### src/rtl/adder_sched_if.sv
// Client request/response and shared-adder signals of the adder scheduler.
// slave = scheduler side, master = clients plus the adder datapath.
interface adder_sched_if #(
    parameter int WIDTH = 64
);
    logic                  flush;
    logic [1:0]            req_vld;
    logic [1:0]            req_rdy;
    logic [1:0][WIDTH-1:0] req_src0;
    logic [1:0][WIDTH-1:0] req_src1;
    logic [1:0]            req_AorS;
    logic [1:0]            req_w_inst;
    logic [1:0]            req_sign;

    logic [WIDTH-1:0]      adder_src0;
    logic [WIDTH-1:0]      adder_src1;
    logic                  adder_src0_vld;
    logic                  adder_src1_vld;
    logic                  adder_AorS;
    logic                  adder_w_inst;
    logic                  sign;
    logic                  add_req;
    logic [WIDTH-1:0]      adder_sum;
    logic                  adder_co;
    logic                  adder_sign;

    logic [1:0]            rsp_vld;
    logic [1:0]            rsp_rdy;
    logic [1:0][WIDTH-1:0] rsp_data;
    logic [1:0]            rsp_co;
    logic [1:0]            rsp_sign;

    modport slave (
        input  flush, req_vld, req_src0, req_src1, req_AorS, req_w_inst, req_sign,
        input  adder_sum, adder_co, adder_sign, rsp_rdy,
        output req_rdy, adder_src0, adder_src1, adder_src0_vld, adder_src1_vld,
        output adder_AorS, adder_w_inst, sign, add_req,
        output rsp_vld, rsp_data, rsp_co, rsp_sign
    );

    modport master (
        output flush, req_vld, req_src0, req_src1, req_AorS, req_w_inst, req_sign,
        output adder_sum, adder_co, adder_sign, rsp_rdy,
        input  req_rdy, adder_src0, adder_src1, adder_src0_vld, adder_src1_vld,
        input  adder_AorS, adder_w_inst, sign, add_req,
        input  rsp_vld, rsp_data, rsp_co, rsp_sign
    );
endinterface

### src/rtl/adder_sched.sv
// Round-robin scheduler granting one of two clients the shared adder; result registered, 1-cycle latency.
// A client is held off while its one-entry response buffer is full and not being drained; flush blocks grants.
module adder_sched #(
    parameter int WIDTH = 64
) (
    input  logic         clk,
    input  logic         rst,
    adder_sched_if.slave bus
);
    logic                  prio;
    logic [1:0]            elig;
    logic [1:0]            grant;
    logic                  gnt_idx;
    logic                  xfer;
    logic [1:0]            rsp_vld_q;
    logic [1:0][WIDTH-1:0] rsp_data_q;
    logic [1:0]            rsp_co_q;
    logic [1:0]            rsp_sign_q;

    // rst also gates grants so req_rdy drops the moment reset rises
    assign elig = bus.req_vld & (~rsp_vld_q | bus.rsp_rdy) & {2{~(bus.flush | rst)}};

    always_comb begin
        grant   = 2'b00;
        gnt_idx = prio;
        if (elig[prio]) begin
            grant[prio] = 1'b1;
        end else if (elig[~prio]) begin
            grant[~prio] = 1'b1;
            gnt_idx      = ~prio;
        end
    end

    assign xfer        = |grant;
    assign bus.req_rdy = grant;

    always_comb begin
        bus.adder_src0     = '0;
        bus.adder_src1     = '0;
        bus.adder_src0_vld = 1'b0;
        bus.adder_src1_vld = 1'b0;
        bus.adder_AorS     = 1'b0;
        bus.adder_w_inst   = 1'b0;
        bus.sign           = 1'b0;
        bus.add_req        = 1'b0;
        if (xfer) begin
            bus.adder_src0     = bus.req_src0[gnt_idx];
            bus.adder_src1     = bus.req_src1[gnt_idx];
            bus.adder_src0_vld = 1'b1;
            bus.adder_src1_vld = 1'b1;
            bus.adder_AorS     = bus.req_AorS[gnt_idx];
            bus.adder_w_inst   = bus.req_w_inst[gnt_idx];
            bus.sign           = bus.req_sign[gnt_idx];
            bus.add_req        = 1'b1;
        end
    end

    always_ff @(posedge clk or posedge rst) begin
        if (rst) begin
            prio <= 1'b0;
        end else if (xfer) begin
            prio <= ~gnt_idx;
        end
    end

    // a new grant reloads the buffer in the same cycle it drains (no bubble)
    always_ff @(posedge clk or posedge rst) begin
        if (rst) begin
            rsp_vld_q  <= '0;
            rsp_data_q <= '0;
            rsp_co_q   <= '0;
            rsp_sign_q <= '0;
        end else begin
            for (int i = 0; i < 2; i++) begin
                if (grant[i]) begin
                    rsp_vld_q[i]  <= 1'b1;
                    rsp_data_q[i] <= bus.adder_sum;
                    rsp_co_q[i]   <= bus.adder_co;
                    rsp_sign_q[i] <= bus.adder_sign;
                end else if (bus.flush || bus.rsp_rdy[i]) begin
                    rsp_vld_q[i] <= 1'b0;
                end
            end
        end
    end

    assign bus.rsp_vld  = rsp_vld_q;
    assign bus.rsp_data = rsp_data_q;
    assign bus.rsp_co   = rsp_co_q;
    assign bus.rsp_sign = rsp_sign_q;
endmodule

### src/flat_wrapper.sv
// flat-port wrapper written by rule: the top's interface ports become plain ports
module adder_sched_flat 
#(
    parameter int WIDTH = 64
)
  (clk, rst, bus_flush, bus_req_vld, bus_req_src0, bus_req_src1, bus_req_AorS, bus_req_w_inst, bus_req_sign, bus_adder_sum, bus_adder_co, bus_adder_sign, bus_rsp_rdy, bus_req_rdy, bus_adder_src0, bus_adder_src1, bus_adder_src0_vld, bus_adder_src1_vld, bus_adder_AorS, bus_adder_w_inst, bus_sign, bus_add_req, bus_rsp_vld, bus_rsp_data, bus_rsp_co, bus_rsp_sign);
  adder_sched_if #(.WIDTH(WIDTH)) bus_i ();
  input  logic clk;
  input  logic rst;
  input wire logic [$bits(bus_i.flush)-1:0] bus_flush;
  input wire logic [$bits(bus_i.req_vld)-1:0] bus_req_vld;
  input wire logic [$bits(bus_i.req_src0)-1:0] bus_req_src0;
  input wire logic [$bits(bus_i.req_src1)-1:0] bus_req_src1;
  input wire logic [$bits(bus_i.req_AorS)-1:0] bus_req_AorS;
  input wire logic [$bits(bus_i.req_w_inst)-1:0] bus_req_w_inst;
  input wire logic [$bits(bus_i.req_sign)-1:0] bus_req_sign;
  input wire logic [$bits(bus_i.adder_sum)-1:0] bus_adder_sum;
  input wire logic [$bits(bus_i.adder_co)-1:0] bus_adder_co;
  input wire logic [$bits(bus_i.adder_sign)-1:0] bus_adder_sign;
  input wire logic [$bits(bus_i.rsp_rdy)-1:0] bus_rsp_rdy;
  output wire logic [$bits(bus_i.req_rdy)-1:0] bus_req_rdy;
  output wire logic [$bits(bus_i.adder_src0)-1:0] bus_adder_src0;
  output wire logic [$bits(bus_i.adder_src1)-1:0] bus_adder_src1;
  output wire logic [$bits(bus_i.adder_src0_vld)-1:0] bus_adder_src0_vld;
  output wire logic [$bits(bus_i.adder_src1_vld)-1:0] bus_adder_src1_vld;
  output wire logic [$bits(bus_i.adder_AorS)-1:0] bus_adder_AorS;
  output wire logic [$bits(bus_i.adder_w_inst)-1:0] bus_adder_w_inst;
  output wire logic [$bits(bus_i.sign)-1:0] bus_sign;
  output wire logic [$bits(bus_i.add_req)-1:0] bus_add_req;
  output wire logic [$bits(bus_i.rsp_vld)-1:0] bus_rsp_vld;
  output wire logic [$bits(bus_i.rsp_data)-1:0] bus_rsp_data;
  output wire logic [$bits(bus_i.rsp_co)-1:0] bus_rsp_co;
  output wire logic [$bits(bus_i.rsp_sign)-1:0] bus_rsp_sign;
  assign bus_i.flush = bus_flush;
  assign bus_i.req_vld = bus_req_vld;
  assign bus_i.req_src0 = bus_req_src0;
  assign bus_i.req_src1 = bus_req_src1;
  assign bus_i.req_AorS = bus_req_AorS;
  assign bus_i.req_w_inst = bus_req_w_inst;
  assign bus_i.req_sign = bus_req_sign;
  assign bus_i.adder_sum = bus_adder_sum;
  assign bus_i.adder_co = bus_adder_co;
  assign bus_i.adder_sign = bus_adder_sign;
  assign bus_i.rsp_rdy = bus_rsp_rdy;
  assign bus_req_rdy = bus_i.req_rdy;
  assign bus_adder_src0 = bus_i.adder_src0;
  assign bus_adder_src1 = bus_i.adder_src1;
  assign bus_adder_src0_vld = bus_i.adder_src0_vld;
  assign bus_adder_src1_vld = bus_i.adder_src1_vld;
  assign bus_adder_AorS = bus_i.adder_AorS;
  assign bus_adder_w_inst = bus_i.adder_w_inst;
  assign bus_sign = bus_i.sign;
  assign bus_add_req = bus_i.add_req;
  assign bus_rsp_vld = bus_i.rsp_vld;
  assign bus_rsp_data = bus_i.rsp_data;
  assign bus_rsp_co = bus_i.rsp_co;
  assign bus_rsp_sign = bus_i.rsp_sign;
  adder_sched #(.WIDTH(WIDTH)) u_core (.clk(clk), .rst(rst), .bus(bus_i));
endmodule
### config.mk
export PLATFORM = sky130hd
export DESIGN_NAME = adder_sched_flat
export DESIGN_NICKNAME = d
export VERILOG_FILES = /design/src/rtl/adder_sched_if.sv /design/src/rtl/adder_sched.sv /design/src/flat_wrapper.sv
export SDC_FILE = /design/constraint.sdc
export NUM_CORES = 1
export LEC_CHECK = 0
export BUFFER_PORTS_ARGS = -buffer_cell sky130_fd_sc_hd__buf_2
export CAP_MARGIN = 40
export CELL_PAD_IN_SITES_DETAIL_PLACEMENT = 2
export CELL_PAD_IN_SITES_GLOBAL_PLACEMENT = 2
export CORE_AREA = 4 4 232 234
export DETAILED_ROUTE_END_ITERATION = 8
export DIE_AREA = 0 0 236 238
export PLACE_DENSITY_LB_ADDON = 0.1
export REMOVE_ABC_BUFFERS = 1
export SYNTH_ARGS = -nofsm -noshare
export SYNTH_HDL_FRONTEND = slang
export SYNTH_SLANG_ARGS = --single-unit
### constraint.sdc
create_clock -name clk -period 5.7 [get_ports clk]
set_input_delay 1.425 -clock clk [delete_from_list [all_inputs] [get_ports clk]]
set_output_delay 1.425 -clock clk [all_outputs]
set_load 0.005 [all_outputs]
==> flow_summary.json <==
{
  "run_status": "finished clean",
  "syn_inst": 607,
  "ctsHoldBuffers": 0,
  "wirelength_microns": 45600,
  "critPathMaxFanout": 34,
  "vdd_ir_drop_max_mv": 0.204,
  "netlist.area_leader.share_pct": 49.9,
  "die-area_sq_um": 56200,
  "layout_min_cycle_time_ns": 4.90,
  "post_cts_resized": 0,
  "post_synth_instance_area_sq_um": 6770,
  "synthesis.area_per_instance_sq_um": 11.1,
  "boundaryPins": 605,
  "powerDensity_nw_per_um2": 324,
  "grt_max_degree": 123,
  "port-buffer-count": 604,
  "fin_util_pct": 21.6,
  "drv_slew": 0,
  "proportion_of_layout_cells_with_a_drive_suffix_above_1_pct": 64.0,
  "yosys_register_bits": 135,
  "switch_share_pct": 31.3,
  "dr.pass1.iters": 4,
  "critPathKind": "primary input to output port",
  "clk_pin_slew_ns": 0.06,
  "total_core_area_sq_um": 52000,
  "antenna_left": 0,
  "clkLatencyLatePin_ns": 0.43,
  "synth.top_cells.by_count": "sky130_fd_sc_hd__dfrtp_1, sky130_fd_sc_hd__a22oi_1, sky130_fd_sc_hd__nor2_1",
  "hold_path_class": "flip-flop to flip-flop",
  "cts.root.buffer_cell": "sky130_fd_sc_hd__clkbuf_16",
  "net-switching-power_mw": 1.14,
  "grt_util_all_layers_pct": 15.4,
  "floorplan.die.width_microns": 236,
  "final-seq-area_sq_um": 3380,
  "tritoncts_clock_tree": "yes",
  "power.clock.fraction_pct": 32.1,
  "setup_repair_after_global_routing_missed_its_margin": "no",
  "area_growth_pct": 66.3,
  "h-tree-depth": 4,
  "synth_enable_flop_cells": 0,
  "cts_buffers": 17,
  "synth.largest_area_cell": "sky130_fd_sc_hd__dfrtp_1",
  "finalHoldViolations": 0,
  "fill_cells": 6042,
  "design_power_total_mw": 3.65,
  "multi_input_area_sq_um": 3120,
  "fin_crit_sh_pct": 86.0,
  "drt-vias-per-instance": 4.01,
  "synth_seq_area_share_pct": 49.9,
  "drtIter0Drc": 246,
  "via_count": 7630,
  "final_cell_area_sq_um": 11300,
  "row_count": 84,
  "max-clock-path-buffers": 2,
  "dp_worst_setup_slack_ns": 0.789,
  "startpoint_type": "primary input",
  "tritoncts_num_sinks": 135,
  "asyncSetResetFlopFracSynth_pct": 100,
  "finalSetupViolations": 0,
  "power.share.combinational_pct": 30.7,
  "placed_cell_area_sq_um": 10600,
  "synth.distinct_cells": 22,
  "post-route-drc-count": 0,
  "cp_data_required_time_ns": 4.28,
  "endpoint_kind": "output port",
  "maxSlewHeadroom_pct": 52.8,
  "post-cts-setup-buffer-count": 0,
  "grt_antenna_before_repair": 41,
  "ys_top_cells_by_area": "sky130_fd_sc_hd__dfrtp_1, sky130_fd_sc_hd__mux2_2, sky130_fd_sc_hd__a22oi_1",
  "layout_nets": 1520,
  "die_height_microns": 238,
  "leakage_power_summed_over_all_cells_nw": 5.63,
  "dp_hpwl_microns": 37100,
  "worstMarginPinSlew_ns": 0.708,
  "power.share.sequential_pct": 37.1,
  "route.detailed.wl_per_inst_microns": 24.0,
  "skew_ns": 0.0115,
  "wire_length_of_the_first_global_routing_pass_microns": 63800,
  "grt_remaining_overflow": 0,
  "initial_cell_density_of_the_core_pct": 13.0,
  "place.gp.congestion": 0.822,
  "first_global_vias": 8435,
  "synth.most_common_cell": "sky130_fd_sc_hd__dfrtp_1",
  "finalWorstSetupSlack_ns": 0.801,
  "drv_cap": 0,
  "clock.fmax_ghz": 0.204,
  "cellInternalPower_mw": 2.50,
  "synthFlopType": "sky130_fd_sc_hd__dfrtp_1",
  "yosys_warnings": 0,
  "critPathArrivalTime_ns": 3.47
}
## final cells by class
type | instances | area share (%)
flip-flops and latches | 135 | 30.0
clock inverters | 12 | 1.48
inverters | 2 | 0.111
repair buffers | 619 | 28.7
diodes | 15 | 0.334
clock buffers | 20 | 3.97
multi-input cells | 410 | 27.8
well taps | 688 | 7.65
## cells in the final DEF (no fill, tap or decap), types with 2 or more instances in the layout
master / n
sky130_fd_sc_hd__buf_2: 604
sky130_fd_sc_hd__o21bai_1: 2
sky130_fd_sc_hd__a22oi_1: 131
sky130_fd_sc_hd__buf_12: 4
sky130_fd_sc_hd__nand2b_1: 2
sky130_fd_sc_hd__buf_4: 9
sky130_fd_sc_hd__mux2_2: 112
sky130_fd_sc_hd__clkinv_4: 2
sky130_fd_sc_hd__nor2_1: 131
sky130_fd_sc_hd__a311oi_4: 2
sky130_fd_sc_hd__dfrtp_1: 135
sky130_fd_sc_hd__mux2_1: 20
sky130_fd_sc_hd__clkbuf_16: 17
sky130_fd_sc_hd__inv_6: 5
sky130_fd_sc_hd__buf_16: 2
sky130_fd_sc_hd__nand2_1: 2
sky130_fd_sc_hd__diode_2: 15
sky130_fd_sc_hd__clkbuf_1: 2
sky130_fd_sc_hd__bufinv_16: 3
## stage by stage
stage	hold WS, ns	cells	setup TNS [ns]
2_1_floorplan	0.483	547	-409.65
3_3_place_gp	0.463	1852	0
3_5_place_dp	0.474	1854	0
4_1_cts	0.489	1886	0
5_1_grt	0.505	1892	0
6_report	0.480	1901	0
## worst max-delay path, stage by stage
cell and delay [ns]:
sky130_fd_sc_hd__buf_2 0.09, sky130_fd_sc_hd__nand2b_1 0.32, sky130_fd_sc_hd__o311a_4 0.63, sky130_fd_sc_hd__buf_4 0.45
sky130_fd_sc_hd__a22oi_1 0.22, sky130_fd_sc_hd__nor2_1 0.14, sky130_fd_sc_hd__buf_2 0.16
## power by group through the flow
stage | clock, mW | sequential, mW | combinational, mW
2_1_floorplan | 0 | 1.39 | 0.450
3_3_place_gp | 0 | 1.36 | 1.15
3_5_place_dp | 0 | 1.37 | 1.16
4_1_cts | 1.24 | 1.36 | 1.16
5_1_grt | 1.28 | 1.39 | 1.24
6_report | 1.17 | 1.35 | 1.12
## registers in the layout (all words and copies together) (netlist names)
name,count
u_core.bus.rsp_vld,2
u_core.bus.rsp_sign,2
u_core.bus.rsp_data,128
u_core.bus.rsp_co,2
u_core.prio,1
## path summary, 6_finish.rpt
kind	startpoint	slack (ns)	cells after the start	endpoint
worst min-delay path	u_core.bus.rsp_data[33]$_DFFE_PP0P_	0.48	1	u_core.bus.rsp_data[33]$_DFFE_PP0P_
min in group asynchronous	rst	1.13	2	u_core.prio$_DFFE_PP0P_
worst max register to register	u_core.bus.rsp_vld[1]$_DFFE_PP0P_	3.25	6	u_core.bus.rsp_data[0]$_DFFE_PP0P_
worst min register to register	u_core.bus.rsp_data[33]$_DFFE_PP0P_	0.48	1	u_core.bus.rsp_data[33]$_DFFE_PP0P_
worst max-delay path	bus_rsp_rdy[1]	0.80	7	bus_adder_src1[11]
max in group asynchronous	rst	3.57	3	u_core.bus.rsp_data[111]$_DFFE_PP0P_
## cell families after synthesis
group / Yosys count / synth area share (%)
compound gates: 139 / 15.6
simple gates: 139 / 7.97
flops: 135 / 49.9
buf+inv: 62 / 4.51
mux: 132 / 22.0
## per-layer routing
metal,track usage (%),routed length (microns),part of all wire [%],vias to the layer above
li1,-,-,-,3383
met1,16.4,16600,36,3779
met2,27.5,23700,52,362
met3,7.32,4330,9.5,84
met4,4.41,891,2.0,22
met5,0,138,0.30,-
(Power assumes the default switching activity.)
